### src/rtl/motor_pkg.sv
// motor_pkg: shared constants for the motor ramp block -- top-FSM mode codes,
// H-bridge direction codes, per-channel state encoding and the 10-bit speed table.
package motor_pkg;

  // Top-FSM mode codes (IDLE/START/COUNT/FINISH/STOP all command zero duty)
  localparam logic [4:0] MODE_IDLE         = 5'd0;
  localparam logic [4:0] MODE_START        = 5'd1;
  localparam logic [4:0] MODE_COUNT        = 5'd2;
  localparam logic [4:0] MODE_STRAIGHT     = 5'd3;
  localparam logic [4:0] MODE_CHOOSE       = 5'd4;
  localparam logic [4:0] MODE_LEFT         = 5'd5;
  localparam logic [4:0] MODE_RIGHT        = 5'd6;
  localparam logic [4:0] MODE_BACK         = 5'd7;
  localparam logic [4:0] MODE_LITTLE_LEFT  = 5'd8;
  localparam logic [4:0] MODE_LITTLE_RIGHT = 5'd9;
  localparam logic [4:0] MODE_FINISH       = 5'd10;
  localparam logic [4:0] MODE_STOP         = 5'd11;
  localparam logic [4:0] MODE_ERROR        = 5'd31;

  // H-bridge IN pin codes
  localparam logic [1:0] DIR_FWD   = 2'b10;
  localparam logic [1:0] DIR_REV   = 2'b01;
  localparam logic [1:0] DIR_COAST = 2'b00;
  localparam logic [1:0] DIR_BRAKE = 2'b11;

  // Per-channel ramp state
  typedef enum logic [1:0] {
    ST_RUN   = 2'd0,
    ST_DECEL = 2'd1,
    ST_DEAD  = 2'd2
  } ch_state_e;

  // Speed table in 10-bit units; scaled up when DUTY_W > 10
  localparam logic [9:0] SPD_750 = 10'd750;
  localparam logic [9:0] SPD_740 = 10'd740;
  localparam logic [9:0] SPD_730 = 10'd730;
  localparam logic [9:0] SPD_700 = 10'd700;

endpackage

### src/rtl/motor_ramp_if.sv
// motor_ramp_if: mode command in, duty words / bridge pins / status out.
// master = top FSM side, slave = motor_ramp.
interface motor_ramp_if #(
  parameter int DUTY_W = 10
);
  logic [4:0]        mode;
  logic [DUTY_W-1:0] duty_l;
  logic [DUTY_W-1:0] duty_r;
  logic [1:0]        l_IN;
  logic [1:0]        r_IN;
  logic              busy;
  logic              at_target;

  modport master (output mode, input duty_l, duty_r, l_IN, r_IN, busy, at_target);
  modport slave  (input mode, output duty_l, duty_r, l_IN, r_IN, busy, at_target);
endinterface

### src/rtl/motor_ramp_ch.sv
// motor_ramp_ch: one motor side. Slews duty toward the target at RAMP_STEP per
// tick, decelerates to zero and holds a dead-time before reversing direction.
// Build option MOTOR_BRAKE_EN: bridge pins brake (11) during dead-time and error.
module motor_ramp_ch
  import motor_pkg::*;
#(
  parameter int DUTY_W         = 10,
  parameter int RAMP_STEP      = 10,
  parameter int DEADTIME_TICKS = 5
) (
  input  logic              clk,
  input  logic              rst,
  input  logic              tick_i,
  input  logic              err_i,
  input  logic [DUTY_W-1:0] tgt_duty_i,
  input  logic [1:0]        tgt_dir_i,
  output logic [DUTY_W-1:0] duty_o,
  output logic [1:0]        in_o,
  output logic              busy_o,
  output logic              at_tgt_o
);
  localparam int                DEAD_W    = $clog2(DEADTIME_TICKS + 1);
  localparam logic [DUTY_W-1:0] STEP      = DUTY_W'(RAMP_STEP);
  localparam logic [DEAD_W-1:0] DEAD_LOAD = DEAD_W'(DEADTIME_TICKS);

  ch_state_e         state_q, state_d;
  logic [DUTY_W-1:0] duty_q, duty_d, ramp_s, decel_s;
  logic [1:0]        dir_q, dir_d, in_q, in_d;
  logic [DEAD_W-1:0] dead_q, dead_d;

  assign decel_s = (duty_q > STEP) ? (duty_q - STEP) : '0;

  // One slew step toward the target, landing exactly on it when within a step
  always_comb begin
    if (tgt_duty_i >= duty_q) begin
      if ((tgt_duty_i - duty_q) <= STEP) ramp_s = tgt_duty_i;
      else                               ramp_s = duty_q + STEP;
    end else begin
      if ((duty_q - tgt_duty_i) <= STEP) ramp_s = tgt_duty_i;
      else                               ramp_s = duty_q - STEP;
    end
  end

  // Channel FSM: error stop overrides everything, otherwise motion only on tick
  always_comb begin
    state_d = state_q;
    duty_d  = duty_q;
    dir_d   = dir_q;
    dead_d  = dead_q;
    if (err_i) begin
      state_d = ST_RUN;
      duty_d  = '0;
      dead_d  = '0;
    end else begin
      case (state_q)
        ST_RUN: begin
          if (!tick_i)                  state_d = ST_RUN;
          else if (tgt_dir_i == dir_q)  duty_d  = ramp_s;
          else if (duty_q != '0)        state_d = ST_DECEL;
          else begin
            state_d = ST_DEAD;
            dead_d  = DEAD_LOAD;
          end
        end
        ST_DECEL: begin
          // target swung back before we stopped: resume from present duty
          if (tgt_dir_i == dir_q) state_d = ST_RUN;
          else if (tick_i) begin
            duty_d = decel_s;
            if (decel_s == '0) begin
              state_d = ST_DEAD;
              dead_d  = DEAD_LOAD;
            end else begin
              state_d = ST_DECEL;
            end
          end else begin
            state_d = ST_DECEL;
          end
        end
        ST_DEAD: begin
          duty_d = '0;
          if (!tick_i)                      dead_d = dead_q;
          else if (dead_q <= DEAD_W'(1)) begin
            dead_d  = '0;
            dir_d   = tgt_dir_i;
            state_d = ST_RUN;
          end else begin
            dead_d = dead_q - DEAD_W'(1);
          end
        end
        default: begin
          state_d = ST_RUN;
          duty_d  = '0;
        end
      endcase
    end
  end

  // Bridge pin code follows the next state so it changes together with duty
  always_comb begin
`ifdef MOTOR_BRAKE_EN
    if (err_i || (state_d == ST_DEAD)) in_d = DIR_BRAKE;
    else                               in_d = dir_d;
`else
    if (state_d == ST_DEAD) in_d = DIR_COAST;
    else                    in_d = dir_d;
`endif
  end

  // Channel state registers
  always_ff @(posedge clk) begin
    if (!rst) begin
      state_q <= ST_RUN;
      duty_q  <= '0;
      dir_q   <= DIR_FWD;
      dead_q  <= '0;
      in_q    <= DIR_FWD;
    end else begin
      state_q <= state_d;
      duty_q  <= duty_d;
      dir_q   <= dir_d;
      dead_q  <= dead_d;
      in_q    <= in_d;
    end
  end

  assign duty_o   = duty_q;
  assign in_o     = in_q;
  assign busy_o   = (state_q == ST_DECEL) || (state_q == ST_DEAD);
  assign at_tgt_o = (duty_q == tgt_duty_i) && (dir_q == tgt_dir_i);
endmodule

### src/rtl/motor_ramp.sv
// motor_ramp: decodes the top-FSM mode into per-side targets, runs the shared
// ramp prescaler and combines the two channel status flags.
// Build option MOTOR_BRAKE_EN is handled inside motor_ramp_ch.
module motor_ramp
  import motor_pkg::*;
#(
  parameter int DUTY_W         = 10,
  parameter int RAMP_DIV       = 100000,
  parameter int RAMP_STEP      = 10,
  parameter int DEADTIME_TICKS = 5
) (
  input logic         clk,
  input logic         rst,
  motor_ramp_if.slave bus
);
  localparam int               CNT_W    = $clog2(RAMP_DIV);
  localparam logic [CNT_W-1:0] CNT_LAST = CNT_W'(RAMP_DIV - 1);

  logic [CNT_W-1:0]  cnt_q, cnt_d;
  logic              tick_s, err_s;
  logic [DUTY_W-1:0] tgt_l_duty_q, tgt_l_duty_d, tgt_r_duty_q, tgt_r_duty_d;
  logic [1:0]        tgt_l_dir_q, tgt_l_dir_d, tgt_r_dir_q, tgt_r_dir_d;
  logic [DUTY_W-1:0] duty_l_s, duty_r_s;
  logic [1:0]        l_in_s, r_in_s;
  logic              busy_l_s, busy_r_s, at_l_s, at_r_s;
  logic              busy_q, at_target_q;

  function automatic logic [DUTY_W-1:0] scale(input logic [9:0] v);
    return DUTY_W'(v) << (DUTY_W - 10);
  endfunction

  assign tick_s = (cnt_q == CNT_LAST);
  assign err_s  = (bus.mode == MODE_ERROR);

  // Prescaler next count: wrap after the tick cycle
  always_comb begin
    if (tick_s) cnt_d = '0;
    else        cnt_d = cnt_q + CNT_W'(1);
  end

  // Prescaler register
  always_ff @(posedge clk) begin
    if (!rst) cnt_q <= '0;
    else      cnt_q <= cnt_d;
  end

  // Mode table; non-driving modes command zero duty and keep the target direction
  always_comb begin
    tgt_l_duty_d = '0;
    tgt_r_duty_d = '0;
    tgt_l_dir_d  = tgt_l_dir_q;
    tgt_r_dir_d  = tgt_r_dir_q;
    case (bus.mode)
      MODE_STRAIGHT: begin
        tgt_l_duty_d = scale(SPD_750); tgt_l_dir_d = DIR_FWD;
        tgt_r_duty_d = scale(SPD_730); tgt_r_dir_d = DIR_FWD;
      end
      MODE_CHOOSE: begin
        tgt_l_duty_d = scale(SPD_750); tgt_l_dir_d = DIR_FWD;
        tgt_r_duty_d = scale(SPD_750); tgt_r_dir_d = DIR_FWD;
      end
      MODE_LEFT: begin
        tgt_l_duty_d = scale(SPD_750); tgt_l_dir_d = DIR_REV;
        tgt_r_duty_d = scale(SPD_750); tgt_r_dir_d = DIR_FWD;
      end
      MODE_RIGHT: begin
        tgt_l_duty_d = scale(SPD_750); tgt_l_dir_d = DIR_FWD;
        tgt_r_duty_d = scale(SPD_750); tgt_r_dir_d = DIR_REV;
      end
      MODE_BACK: begin
        tgt_l_duty_d = scale(SPD_750); tgt_l_dir_d = DIR_REV;
        tgt_r_duty_d = scale(SPD_740); tgt_r_dir_d = DIR_REV;
      end
      MODE_LITTLE_LEFT: begin
        tgt_l_duty_d = scale(SPD_700); tgt_l_dir_d = DIR_FWD;
        tgt_r_duty_d = scale(SPD_750); tgt_r_dir_d = DIR_FWD;
      end
      MODE_LITTLE_RIGHT: begin
        tgt_l_duty_d = scale(SPD_750); tgt_l_dir_d = DIR_FWD;
        tgt_r_duty_d = scale(SPD_700); tgt_r_dir_d = DIR_FWD;
      end
      MODE_IDLE, MODE_START, MODE_COUNT, MODE_FINISH, MODE_STOP, MODE_ERROR: begin
        tgt_l_dir_d = tgt_l_dir_q;
        tgt_r_dir_d = tgt_r_dir_q;
      end
      default: begin
        tgt_l_dir_d = tgt_l_dir_q;
        tgt_r_dir_d = tgt_r_dir_q;
      end
    endcase
  end

  // Registered targets (one clk behind mode)
  always_ff @(posedge clk) begin
    if (!rst) begin
      tgt_l_duty_q <= '0;
      tgt_r_duty_q <= '0;
      tgt_l_dir_q  <= DIR_FWD;
      tgt_r_dir_q  <= DIR_FWD;
    end else begin
      tgt_l_duty_q <= tgt_l_duty_d;
      tgt_r_duty_q <= tgt_r_duty_d;
      tgt_l_dir_q  <= tgt_l_dir_d;
      tgt_r_dir_q  <= tgt_r_dir_d;
    end
  end

  motor_ramp_ch #(.DUTY_W(DUTY_W), .RAMP_STEP(RAMP_STEP), .DEADTIME_TICKS(DEADTIME_TICKS)) u_ch_l (
    .clk(clk), .rst(rst), .tick_i(tick_s), .err_i(err_s),
    .tgt_duty_i(tgt_l_duty_q), .tgt_dir_i(tgt_l_dir_q),
    .duty_o(duty_l_s), .in_o(l_in_s), .busy_o(busy_l_s), .at_tgt_o(at_l_s)
  );

  motor_ramp_ch #(.DUTY_W(DUTY_W), .RAMP_STEP(RAMP_STEP), .DEADTIME_TICKS(DEADTIME_TICKS)) u_ch_r (
    .clk(clk), .rst(rst), .tick_i(tick_s), .err_i(err_s),
    .tgt_duty_i(tgt_r_duty_q), .tgt_dir_i(tgt_r_dir_q),
    .duty_o(duty_r_s), .in_o(r_in_s), .busy_o(busy_r_s), .at_tgt_o(at_r_s)
  );

  // Combined status, registered one clk behind channel state
  always_ff @(posedge clk) begin
    if (!rst) begin
      busy_q      <= 1'b0;
      at_target_q <= 1'b1;
    end else begin
      busy_q      <= busy_l_s | busy_r_s;
      at_target_q <= at_l_s & at_r_s;
    end
  end

  assign bus.duty_l    = duty_l_s;
  assign bus.duty_r    = duty_r_s;
  assign bus.l_IN      = l_in_s;
  assign bus.r_IN      = r_in_s;
  assign bus.busy      = busy_q;
  assign bus.at_target = at_target_q;
endmodule

### src/flat_wrapper.sv
// flat-port wrapper written by rule: the top's interface ports become plain ports
module motor_ramp_flat import motor_pkg::*;
#(
  parameter int DUTY_W         = 10,
  parameter int RAMP_DIV       = 100000,
  parameter int RAMP_STEP      = 10,
  parameter int DEADTIME_TICKS = 5
)
  (clk, rst, bus_mode, bus_duty_l, bus_duty_r, bus_l_IN, bus_r_IN, bus_busy, bus_at_target);
  motor_ramp_if #(.DUTY_W(DUTY_W)) bus_i ();
  input logic clk;
  input logic rst;
  input wire logic [$bits(bus_i.mode)-1:0] bus_mode;
  output wire logic [$bits(bus_i.duty_l)-1:0] bus_duty_l;
  output wire logic [$bits(bus_i.duty_r)-1:0] bus_duty_r;
  output wire logic [$bits(bus_i.l_IN)-1:0] bus_l_IN;
  output wire logic [$bits(bus_i.r_IN)-1:0] bus_r_IN;
  output wire logic [$bits(bus_i.busy)-1:0] bus_busy;
  output wire logic [$bits(bus_i.at_target)-1:0] bus_at_target;
  assign bus_i.mode = bus_mode;
  assign bus_duty_l = bus_i.duty_l;
  assign bus_duty_r = bus_i.duty_r;
  assign bus_l_IN = bus_i.l_IN;
  assign bus_r_IN = bus_i.r_IN;
  assign bus_busy = bus_i.busy;
  assign bus_at_target = bus_i.at_target;
  motor_ramp #(.DUTY_W(DUTY_W), .RAMP_DIV(RAMP_DIV), .RAMP_STEP(RAMP_STEP), .DEADTIME_TICKS(DEADTIME_TICKS)) u_core (.clk(clk), .rst(rst), .bus(bus_i));
endmodule
### config.mk
export PLATFORM = sky130hd
export DESIGN_NAME = motor_ramp_flat
export DESIGN_NICKNAME = d
export VERILOG_FILES = /design/src/rtl/motor_pkg.sv /design/src/rtl/motor_ramp_if.sv /design/src/rtl/motor_ramp_ch.sv /design/src/rtl/motor_ramp.sv /design/src/flat_wrapper.sv
export SDC_FILE = /design/constraint.sdc
export NUM_CORES = 1
export LEC_CHECK = 0
export ABC_AREA = 1
export CAP_MARGIN = 20
export CORE_MARGIN = 3
export CORE_UTILIZATION = 62
export DETAILED_ROUTE_END_ITERATION = 10
export PLACE_DENSITY = 0.81
export SYNTH_ARGS = -nofsm -noshare
export SYNTH_HDL_FRONTEND = slang
export SYNTH_SLANG_ARGS = --single-unit
export TNS_END_PERCENT = 10
### constraint.sdc
create_clock -name clk -period 3.26 [get_ports clk]
set_clock_uncertainty 0.1 [all_clocks]
set_input_delay 0.652 -clock clk [delete_from_list [all_inputs] [get_ports clk]]
set_output_delay 0.652 -clock clk [all_outputs]
set_load 0.05 [all_outputs]
Word-level counts from Yosys, hierarchy flattened
Cells that the tools add are included.

storage, ports and cells
  bits in registers = 81
  bits of input ports = 7
  word-level logic and storage cells = 178

operators by class
  $add $sub $neg = 11
  magnitude comparators = 10
  equality and inequality tests = 37
  multiplexer cells = 70
  bitwise logic cells = 3
  reduce and logical (&&, ||, !) cells = 28

operator list
  kind                                                   number
  2-to-1 mux 10 bit                                      16
  case mux 10 bit (2 select lines)                       3
  2-to-1 mux 2 bit                                       28
  2-to-1 mux 3 bit                                       16
  <= comparator 10 x 4 -> 1 bit (second input constant)  4
  case mux 10 bit (4 select lines)                       1
  subtractor 10 bit                                      4
  inequality test 2 bit (second input constant)          13
  adder 10 x 4 -> 10 bit (second input constant)         2
  == test 10 bit                                         2
  == test 5 x 3 -> 1 bit (second input constant)         4
  greater-or-equal comparator 10 bit                     2
  > comparator 10 x 4 -> 1 bit (second input constant)   2
  logical NOT 10 bit                                     2
  nonzero test 10 bit                                    2
  subtractor 10 x 4 -> 10 bit (second input constant)    2
  case mux 3 bit (3 select lines)                        2
  adder 17 x 1 -> 17 bit (second input constant)         1
  == test 17 bit (second input constant)                 1
  AND reduction 8 bit                                    2
  case mux 2 bit (3 select lines)                        2
  OR reduction 2 bit                                     6
  == test 5 x 4 -> 1 bit (second input constant)         2
  OR reduction 5 bit                                     2
  20 further kinds                                       38

Longest topological paths before layout
Gate-level depths: netlist (run 1).

  word-level depth = 10
  depth in mapped cells = 19
  gate-level depth less buffers = 19

Modules after synthesis
A second synthesis (run 1) with hierarchy kept.

second synthesis, totals
  cells, all modules = 1221
  area, all modules = 7468.4 um^2

by module, submodules not included
  module                          times used  cells an instance  area an instance (um^2)
  motor_ramp_ch at u_core.u_ch_l  1           532                3169.3
  motor_ramp_ch at u_core.u_ch_r  1           489                2889.0
  motor_ramp                      1           200                1410.1

Worst setup path before layout (run 1)
No wires, ideal clock.

  path type = reg2reg
  from = reg u_core.u_ch_r.duty_q[1], in the netlist u_core.u_ch_r.duty_o[1]
  to = reg u_core.u_ch_r.duty_q[8], in the netlist u_core.u_ch_r.duty_o[8]
  setup time = 0.117 ns
  arrival = 2.729 ns
  data required time = 3.043 ns
  path slack = 0.314 ns
  cell stages (with the launch flop) = 14
  path buffers = 0
  cell sequence = dfxtp_1 inv_1 ha_1 fa_1 o21ai_1 nand2_1 nand3_1 nand2_1 nor2_2 nand2_4 nand3_1 nand2_1 a21oi_1 nor2_1

on the way
  word-level cells in the longest chain between the ends = 7
  elaborated cells on any way between the ends = 17

ends and longest elaborated chain
  element                                                  line                                      source
  from (decl)                                              motor_ramp_ch.sv:27                       logic [DUTY_W-1:0] duty_q, duty_d, ramp_s, decel_s;
  from (signal assigned)                                   motor_ramp_ch.sv:120                      duty_q <= duty_d;
  subtractor 10 bit, on equally long branches              motor_ramp_ch.sv:39, motor_ramp_ch.sv:36
  <= comparator 10 x 4 -> 1 bit, on equally long branches  motor_ramp_ch.sv:39, motor_ramp_ch.sv:36
  2-to-1 mux 10 bit, on equally long branches              motor_ramp_ch.sv:39, motor_ramp_ch.sv:36
  2-to-1 mux 10 bit                                        motor_ramp_ch.sv:35                       if (tgt_duty_i >= duty_q) begin
  2-to-1 mux 10 bit                                        motor_ramp_ch.sv:58                       else if (tgt_dir_i == dir_q) duty_d = ramp_s;
  2-to-1 mux 10 bit                                        motor_ramp_ch.sv:57                       if (!tick_i) state_d = ST_RUN;
  case mux 10 bit (2 select lines) (*)                     motor_ramp_ch.sv:55                       case (state_q)

Mark *: on every way between the ends. The rest lies on a longest branch, timed or not. The select of a mux whose other input is x is not followed.
A chain may end at the register's enable or synchronous reset.

Worst setup path in the final report (run 1)
Ends and elaborated chain as after synthesis.

==> results of run 1 <==
==> through the flow <==
step | setup slack (ps) | instances
2_1_floorplan | 314 | 1099
4_1_cts | 375 | 1282
6_report | 344 | 1282
5_1_grt | 108 | 1282
3_3_place_gp | 493 | 1266
3_5_place_dp | 411 | 1266
==> layout make-up <==
class                      instances  area [sq um]  area share (%)
clock inverter                     5          58.8           0.799
sequential                        70          1400            19.0
tap                              136           170            2.31
inverter                         164           616            8.36
timing repair buffer              49           448            6.08
clock buffer                      11           141            1.92
multi-input combinational        847          4530            61.5
==> critical path: cells and delay by family, from the launching register on <==
kind | cells | cell delay (ps)
fa+ha+maj | 2 | 690
buf+inv | 1 | 220
compound gates | 2 | 370
flops | 1 | 520
simple gates | 8 | 890
==> Yosys cell counts (4+ instances only) <==
master	n	area, sq um
sky130_fd_sc_hd__a21oi_1	64	320
sky130_fd_sc_hd__buf_4	5	37.5
sky130_fd_sc_hd__clkbuf_1	6	22.5
sky130_fd_sc_hd__dfxtp_1	70	1400
sky130_fd_sc_hd__fa_1	4	80.1
sky130_fd_sc_hd__ha_1	53	663
sky130_fd_sc_hd__inv_1	158	593
sky130_fd_sc_hd__inv_2	4	15.0
sky130_fd_sc_hd__nand2_1	294	1100
sky130_fd_sc_hd__nand2_2	4	25.0
sky130_fd_sc_hd__nand3_1	128	641
sky130_fd_sc_hd__nand3b_1	7	52.6
sky130_fd_sc_hd__nand4_1	26	163
sky130_fd_sc_hd__nor2_1	105	394
sky130_fd_sc_hd__nor2_2	8	50.1
sky130_fd_sc_hd__nor2_4	4	45.0
sky130_fd_sc_hd__nor3_1	12	60.1
sky130_fd_sc_hd__nor4_1	6	37.5
sky130_fd_sc_hd__o21a_1	7	52.6
sky130_fd_sc_hd__o21ai_0	53	265
sky130_fd_sc_hd__o21ai_1	6	30.0
sky130_fd_sc_hd__o21bai_1	5	37.5
sky130_fd_sc_hd__or2_2	6	37.5
sky130_fd_sc_hd__xnor2_1	9	78.8
sky130_fd_sc_hd__xor2_1	22	193
==> cells by family after synthesis <==
group / Yosys count
XOR/XNOR: 31
buffers and inverters: 182
adder cells (fa/ha/maj): 57
AO/OA/AOI/OAI: 149
flip-flops: 70
AND/OR/NAND/NOR: 610
==> registers in the layout, summed over array words and instances (netlist names), 2 cells and up <==
name / count
u_core.cnt_q: 17
u_core.tgt_l_dir_q: 2
u_core.tgt_l_duty_q: 3
u_core.tgt_r_dir_q: 2
u_core.tgt_r_duty_q: 6
u_core.u_ch_l.dead_q: 3
u_core.u_ch_l.dir_q: 2
u_core.u_ch_l.duty_o: 10
u_core.u_ch_l.in_o: 2
u_core.u_ch_l.state_q: 2
u_core.u_ch_r.dead_q: 3
u_core.u_ch_r.dir_q: 2
u_core.u_ch_r.duty_o: 10
u_core.u_ch_r.in_o: 2
u_core.u_ch_r.state_q: 2
==> power groups by stage <==
| stage | combinational, uW | clock, uW | sequential [uW] |
|---|---|---|---|
| 2_1_floorplan | 432 | 0 | 899 |
| 3_3_place_gp | 553 | 0 | 898 |
| 3_5_place_dp | 559 | 0 | 898 |
| 4_1_cts | 562 | 735 | 878 |
| 5_1_grt | 645 | 766 | 879 |
| 6_report | 575 | 722 | 878 |
==> worst max path at each step <==
stage	end	startpoint	slack [ps]
final	u_core.u_ch_r.duty_o[8]	u_core.u_ch_r.duty_o[1]	340
after global routing	u_core.u_ch_r.duty_o[5]	u_core.u_ch_r.duty_o[1]	110
after CTS	u_core.u_ch_r.duty_o[8]	u_core.u_ch_r.duty_o[1]	380
after detailed placement	u_core.u_ch_r.duty_o[8]	u_core.u_ch_r.duty_o[1]	410
after global placement	u_core.u_ch_r.duty_o[8]	u_core.u_ch_r.duty_o[1]	490
after floorplan	u_core.u_ch_r.duty_o[8]	u_core.u_ch_r.duty_o[1]	310
==> per-layer routing <==
layer | track usage (%) | wire length (um)
met4 | 9.80 | 307
met1 | 42.8 | 8300
met2 | 51.0 | 8240
met5 | 0 | 0
met3 | 5.17 | 1400
==> impl_metrics.json, run 1 <==
{
  "async_flop_share_pct": 0,
  "worst_hold_path_ep": "u_core.cnt_q[0]",
  "wire_length_of_the_first_global_routing_pass_mm": 30.4,
  "crit_chain": "inv_1 > ha_1 > fa_1 > o21ai_1 > nand2_1 > nand3_1 > nand2_1 > nor2_2 > nand2_4 > nand3_1 > nand2_1 > a21oi_1 > nor2_1",
  "synthesis.instances": 1099,
  "clockPowerShare_pct": 33.2,
  "drive_above_1_share_pct": 5.85,
  "p_switching_uw": 744,
  "final_cell_area_sq_mm": 0.00736,
  "critPathKind": "register to register",
  "numClockSinks": 70,
  "die_y_um": 110,
  "max_cap_violations": 0,
  "grt_antenna_before_repair": 0,
  "tightest_slew_ps": 580,
  "hold_buffers": 0,
  "cts-root-buf": "sky130_fd_sc_hd__clkbuf_8",
  "place_area_sq_mm": 0.00716,
  "pwr_dens_mw_per_mm2": 295,
  "worst_setup_start_kind": "register",
  "p_seq_share_pct": 40.4,
  "insertedDiodeCount": 0,
  "core.rowCount": 37,
  "static-leakage-power_uw": 0.00376,
  "cts.repair_timing.setup_buffer_count": 0,
  "combPwrFrac_pct": 26.4,
  "synth-simple-area-share_pct": 40.6,
  "congestion_overflow_gr": 0,
  "grt_usage_pct": 31.5,
  "drt_first_pass_iters": 6,
  "synth_warnings": 0,
  "layout_common_cells": "sky130_fd_sc_hd__nand2_1 (294), sky130_fd_sc_hd__inv_1 (158), sky130_fd_sc_hd__nand3_1 (128), sky130_fd_sc_hd__nor2_1 (105), sky130_fd_sc_hd__dfxtp_1 (70)",
  "regToRegSetupSlack_ps": 340,
  "ioPinCount": 33,
  "edff_count_synth": 0,
  "cp_max_fo": 9,
  "ant_nets": 0,
  "syn-num-nets": 1163,
  "cts.reportedPaths.clkPinSlew_ps": 80,
  "vdd.ir_drop.worst_mv": 0.310,
  "clk_path_buf_depth": 2,
  "min_period_ps": 2920,
  "first_global_vias": 6478,
  "source_of_the_worst_register_to_register_timing_path": "u_core.u_ch_r.duty_o[1]",
  "post-dp-hpwl_mm": 14.2,
  "wl_per_cell_um": 14.2,
  "worst_skew_pair.late_latency_ps": 360,
  "detail_route.vias_per_cell": 5.54,
  "synth-seq-area-share_pct": 21.1,
  "cp_slowest_cell": "sky130_fd_sc_hd__dfxtp_1",
  "floorplan.initialDensity_pct": 64.1,
  "core_area_sq_mm": 0.0104,
  "timing.final.hold_violations": 0,
  "holdPathStages": 1,
  "nNetsFinal": 1205,
  "design.die.area_sq_mm": 0.0120,
  "yosysUniqueCellTypes": 44,
  "synth_mux_area_share_pct": 0,
  "fillerInstances": 954,
  "cp_data_arrival_time_ps": 3060,
  "synth_compound_gate_area_share_pct": 12.2,
  "dominant_combinational_cell_family_by_area_after_synthesis": "simple AND/OR/NAND/NOR gates",
  "drt_first_iter_violations": 761,
  "crit_path_frequent_cell": "sky130_fd_sc_hd__nand2_1",
  "synth_xor_area_share_pct": 4.08,
  "setup_viol": 0,
  "status": "finished, final reports clean",
  "regToRegEndpoint": "u_core.u_ch_r.duty_o[8]",
  "area_overhead_of_the_layout_relative_to_synthesis_pct": 10.7,
  "synth_ff_type": "sky130_fd_sc_hd__dfxtp_1",
  "mostFrequentLayoutCell": "sky130_fd_sc_hd__nand2_1",
  "routed_wirelength_mm": 18.2,
  "fin_setup_tns_ps": 0,
  "required_ps": 3400,
  "ff2ff_path_depth": 13,
  "sw_frac_of_total_pct": 34.2,
  "postSynthAreaPerCell_sq_um": 6.05,
  "end_kind": "register",
  "final_core_utilization_pct": 71.0,
  "buffer_ports.inserted": 32,
  "cts_resized": 0,
  "die-width_um": 110,
  "ctsHtreeMaxLevel": 3,
  "internal-power_uw": 1430,
  "rsz0062_at_grt": "no",
  "hold_ws_ps": 349,
  "max_stage_delay_ps": 520,
  "detailroute.via_count": 7105,
  "cell_area_after_technology_mapping_sq_mm": 0.00665,
  "count_of_state_elements_after_synthesis": 70,
  "layout_worst_path_cycle_share_pct": 89.5,
  "hold_path.startpoint": "u_core.cnt_q[0]",
  "yosys.area_share.adder_pct": 11.2,
  "finalMaxSlewViolations": 0,
  "holdCritPathClass": "register to register",
  "cts_made_buffers": 9,
  "tritoncts": "done",
  "remaining_drc_errors": 0,
  "max_freq_mhz": 343,
  "slew_headroom_pct": 61.2,
  "place_congestion": 0.985,
  "grt_max_degree": 17,
  "p_total_uw": 2180
}
Power figures use the tool's default switching activity.
==> inputs of run 2 (changes only) <==
--- a/config.mk
+++ b/config.mk
@@ -7,10 +7,12 @@
 export LEC_CHECK = 0
 export ABC_AREA = 1
 export CAP_MARGIN = 20
+export CELL_PAD_IN_SITES_DETAIL_PLACEMENT = 1
+export CELL_PAD_IN_SITES_GLOBAL_PLACEMENT = 2
 export CORE_MARGIN = 3
-export CORE_UTILIZATION = 62
+export CORE_UTILIZATION = 33
 export DETAILED_ROUTE_END_ITERATION = 10
-export PLACE_DENSITY = 0.81
+export PLACE_DENSITY = 0.8
 export SYNTH_ARGS = -nofsm -noshare
 export SYNTH_HDL_FRONTEND = slang
 export SYNTH_SLANG_ARGS = --single-unit
==> run 2 against run 1 <==
Effect of this change: cell count rose by 11%; utilization fell by 32 points; global-route usage fell by 11 points; sequential power barely moved; hold slack improved by 2.9 ps; flip-flop and latch count did not move; sequential share of layout area fell by 0.85 points; die area rose by 82%; highest routed layer unchanged.
==> impl_metrics.json, run 2 (synthesis gave the netlist of run 1 again) <==
{
  "status": "finished, final reports clean",
  "routed_wirelength_mm": 21.9,
  "uppermost_layer_routed": "met4",
  "preCtsSetupSlack_ps": 349,
  "tightest_slew_ps": 899,
  "core.rowCount": 51,
  "clockPowerShare_pct": 42.8,
  "detailroute.wirelength.met2_mm": 9.97,
  "insertedDiodeCount": 0,
  "critPathKind": "register to register",
  "place_congestion": 0.842,
  "sw_frac_of_total_pct": 30.6,
  "end_kind": "register",
  "static-leakage-power_uw": 0.00386,
  "wire_length_of_the_first_global_routing_pass_mm": 36.8,
  "ff2ff_path_depth": 15,
  "die_y_um": 148,
  "place.detailed.instances": 1400,
  "wl_met1_mm": 11.2,
  "rsz0062_at_grt": "no",
  "numClockSinks": 70,
  "ant_nets": 0,
  "max_stage_delay_ps": 500,
  "worst_setup_start_kind": "register",
  "hold_path.startpoint": "u_core.cnt_q[0]",
  "regToRegSetupSlack_ps": 340,
  "timing.final.ws_setup_ps": 344,
  "tritoncts": "done",
  "buffer_ports.inserted": 32,
  "grt_antenna_before_repair": 0,
  "ctsHtreeMaxLevel": 3,
  "vdd.ir_drop.worst_mv": 0.300,
  "max_freq_mhz": 343,
  "min_period_ps": 2920,
  "mostFrequentLayoutCell": "sky130_fd_sc_hd__nand2_1",
  "setup_viol": 0,
  "crit_chain": "inv_2 > ha_1 > buf_4 > a21oi_1 > o21ai_1 > nand2_1 > nand2_1 > nand2_1 > nand2_1 > nor2_2 > nand2_4 > nand3_1 > nand2_1 > a21oi_1 > nor2_1",
  "holdCritPathClass": "register to register",
  "cts.reportedPaths.clkPinSlew_ps": 60,
  "drive_above_1_share_pct": 6.42,
  "floorplan.initialDensity_pct": 33.8,
  "holdPathStages": 1,
  "layoutNonFillerInstCount": 1417,
  "source_of_the_worst_register_to_register_timing_path": "u_core.u_ch_r.duty_o[4]",
  "pwr_dens_mw_per_mm2": 335,
  "max_flop_register": "u_core.cnt_q",
  "layout_common_cells": "sky130_fd_sc_hd__nand2_1 (294), sky130_fd_sc_hd__inv_1 (158), sky130_fd_sc_hd__nand3_1 (128), sky130_fd_sc_hd__nor2_1 (105), sky130_fd_sc_hd__dfxtp_1 (70)",
  "grt_max_degree": 16,
  "die-width_um": 148,
  "cts_made_buffers": 9,
  "remaining_drc_errors": 0,
  "cp_max_fo": 9,
  "drt_first_iter_violations": 236,
  "dr_wl_met3_um": 551,
  "area_overhead_of_the_layout_relative_to_synthesis_pct": 15.9,
  "cts-root-buf": "sky130_fd_sc_hd__clkbuf_16",
  "detail_route.vias_per_cell": 4.98,
  "grt_usage_pct": 20.5,
  "max_cap_violations": 0,
  "nNetsFinal": 1211,
  "congestion_overflow_gr": 0,
  "regToRegEndpoint": "u_core.u_ch_r.duty_o[8]",
  "combPwrFrac_pct": 23.1,
  "hold_buffers": 0,
  "worst_hold_path_ep": "u_core.cnt_q[0]",
  "layout_worst_path_cycle_share_pct": 89.4,
  "worst_skew_pair.late_latency_ps": 340,
  "detailroute.via_count": 7058,
  "crit_path_frequent_cell": "sky130_fd_sc_hd__nand2_1",
  "first_global_vias": 7176,
  "post-dp-hpwl_mm": 17.9,
  "required_ps": 3380,
  "clk_path_buf_depth": 2,
  "p_switching_uw": 789,
  "internal-power_uw": 1790,
  "slew_headroom_pct": 39.8,
  "cp_slowest_cell": "sky130_fd_sc_hd__dfxtp_1",
  "largest_register_ff_count": 17,
  "fin_setup_tns_ps": 0,
  "core_area_sq_mm": 0.0197,
  "cp_data_arrival_time_ps": 3040,
  "ioPinCount": 33,
  "design.die.area_sq_mm": 0.0219,
  "timing.final.hold_violations": 0,
  "p_seq_share_pct": 34.1,
  "drt_first_pass_iters": 5,
  "finalMaxSlewViolations": 0,
  "wl_per_cell_um": 15.5
}
run 2: power groups by stage:
stage	clock network, uW	registers, uW	logic, uW
global route	1180	882	684
CTS	1130	880	596
detailed placement	0	899	595
global placement	0	899	590
finish	1110	880	598
floorplan	0	899	432
run 2: metal layers:
metal | global-route usage, % | vias up
met5 | 0 | -
met1 | 29.5 | 3332
met2 | 33.2 | 67
li1 | - | 3641
met4 | 3.97 | 0
met3 | 2.42 | 18
run 2: area by class of cell:
| cell class | count | area [sq um] |
|---|---|---|
| clock buffers | 13 | 270 |
| repair buffers | 55 | 493 |
| fillers | 2699 | 11900 |
| clock inverters | 3 | 65.1 |
| flip-flops and latches | 70 | 1400 |
| multi-input cells | 847 | 4530 |
| inverters | 164 | 619 |
| well taps | 265 | 332 |
run 2: worst max path at each step:
stage                                  startpoint                      end  slack [ps]
after floorplan           u_core.u_ch_r.duty_o[1]  u_core.u_ch_r.duty_o[8]         310
after global placement    u_core.u_ch_r.duty_o[7]  u_core.u_ch_r.duty_o[8]         390
after detailed placement  u_core.u_ch_r.duty_o[7]  u_core.u_ch_r.duty_o[8]         350
after CTS                 u_core.u_ch_r.duty_o[7]  u_core.u_ch_r.duty_o[8]         320
after global routing      u_core.u_ch_l.duty_o[3]  u_core.u_ch_l.duty_o[3]          70
final                     u_core.u_ch_r.duty_o[4]  u_core.u_ch_r.duty_o[8]         340
run 2: critical path, delay by kind of cell (launching register included):
kind            cells  cell delay (ps)
simple gates        9             1030
fa+ha+maj           1              360
flops               1              500
buf+inv             2              310
compound gates      3              490
run 2: repair_timing:
action,in CTS,in global routing
gates resized for setup,0,1
buffers inserted,0,1
hold endpoints to repair,0,0
setup endpoints to repair,0,5
run 2: per-stage QoR:
step | area (sq um) | total power (uW) | utilization [%] | hold WS, ps
after floorplan | 6650 | 1330 | - | 318
after global placement | 7360 | 1490 | 37.5 | 332
after detailed placement | 7360 | 1490 | 37.5 | 342
after CTS | 7700 | 2610 | 39.2 | 354
after global routing | 7710 | 2750 | 39.2 | 377
final | 7710 | 2580 | 39.2 | 352
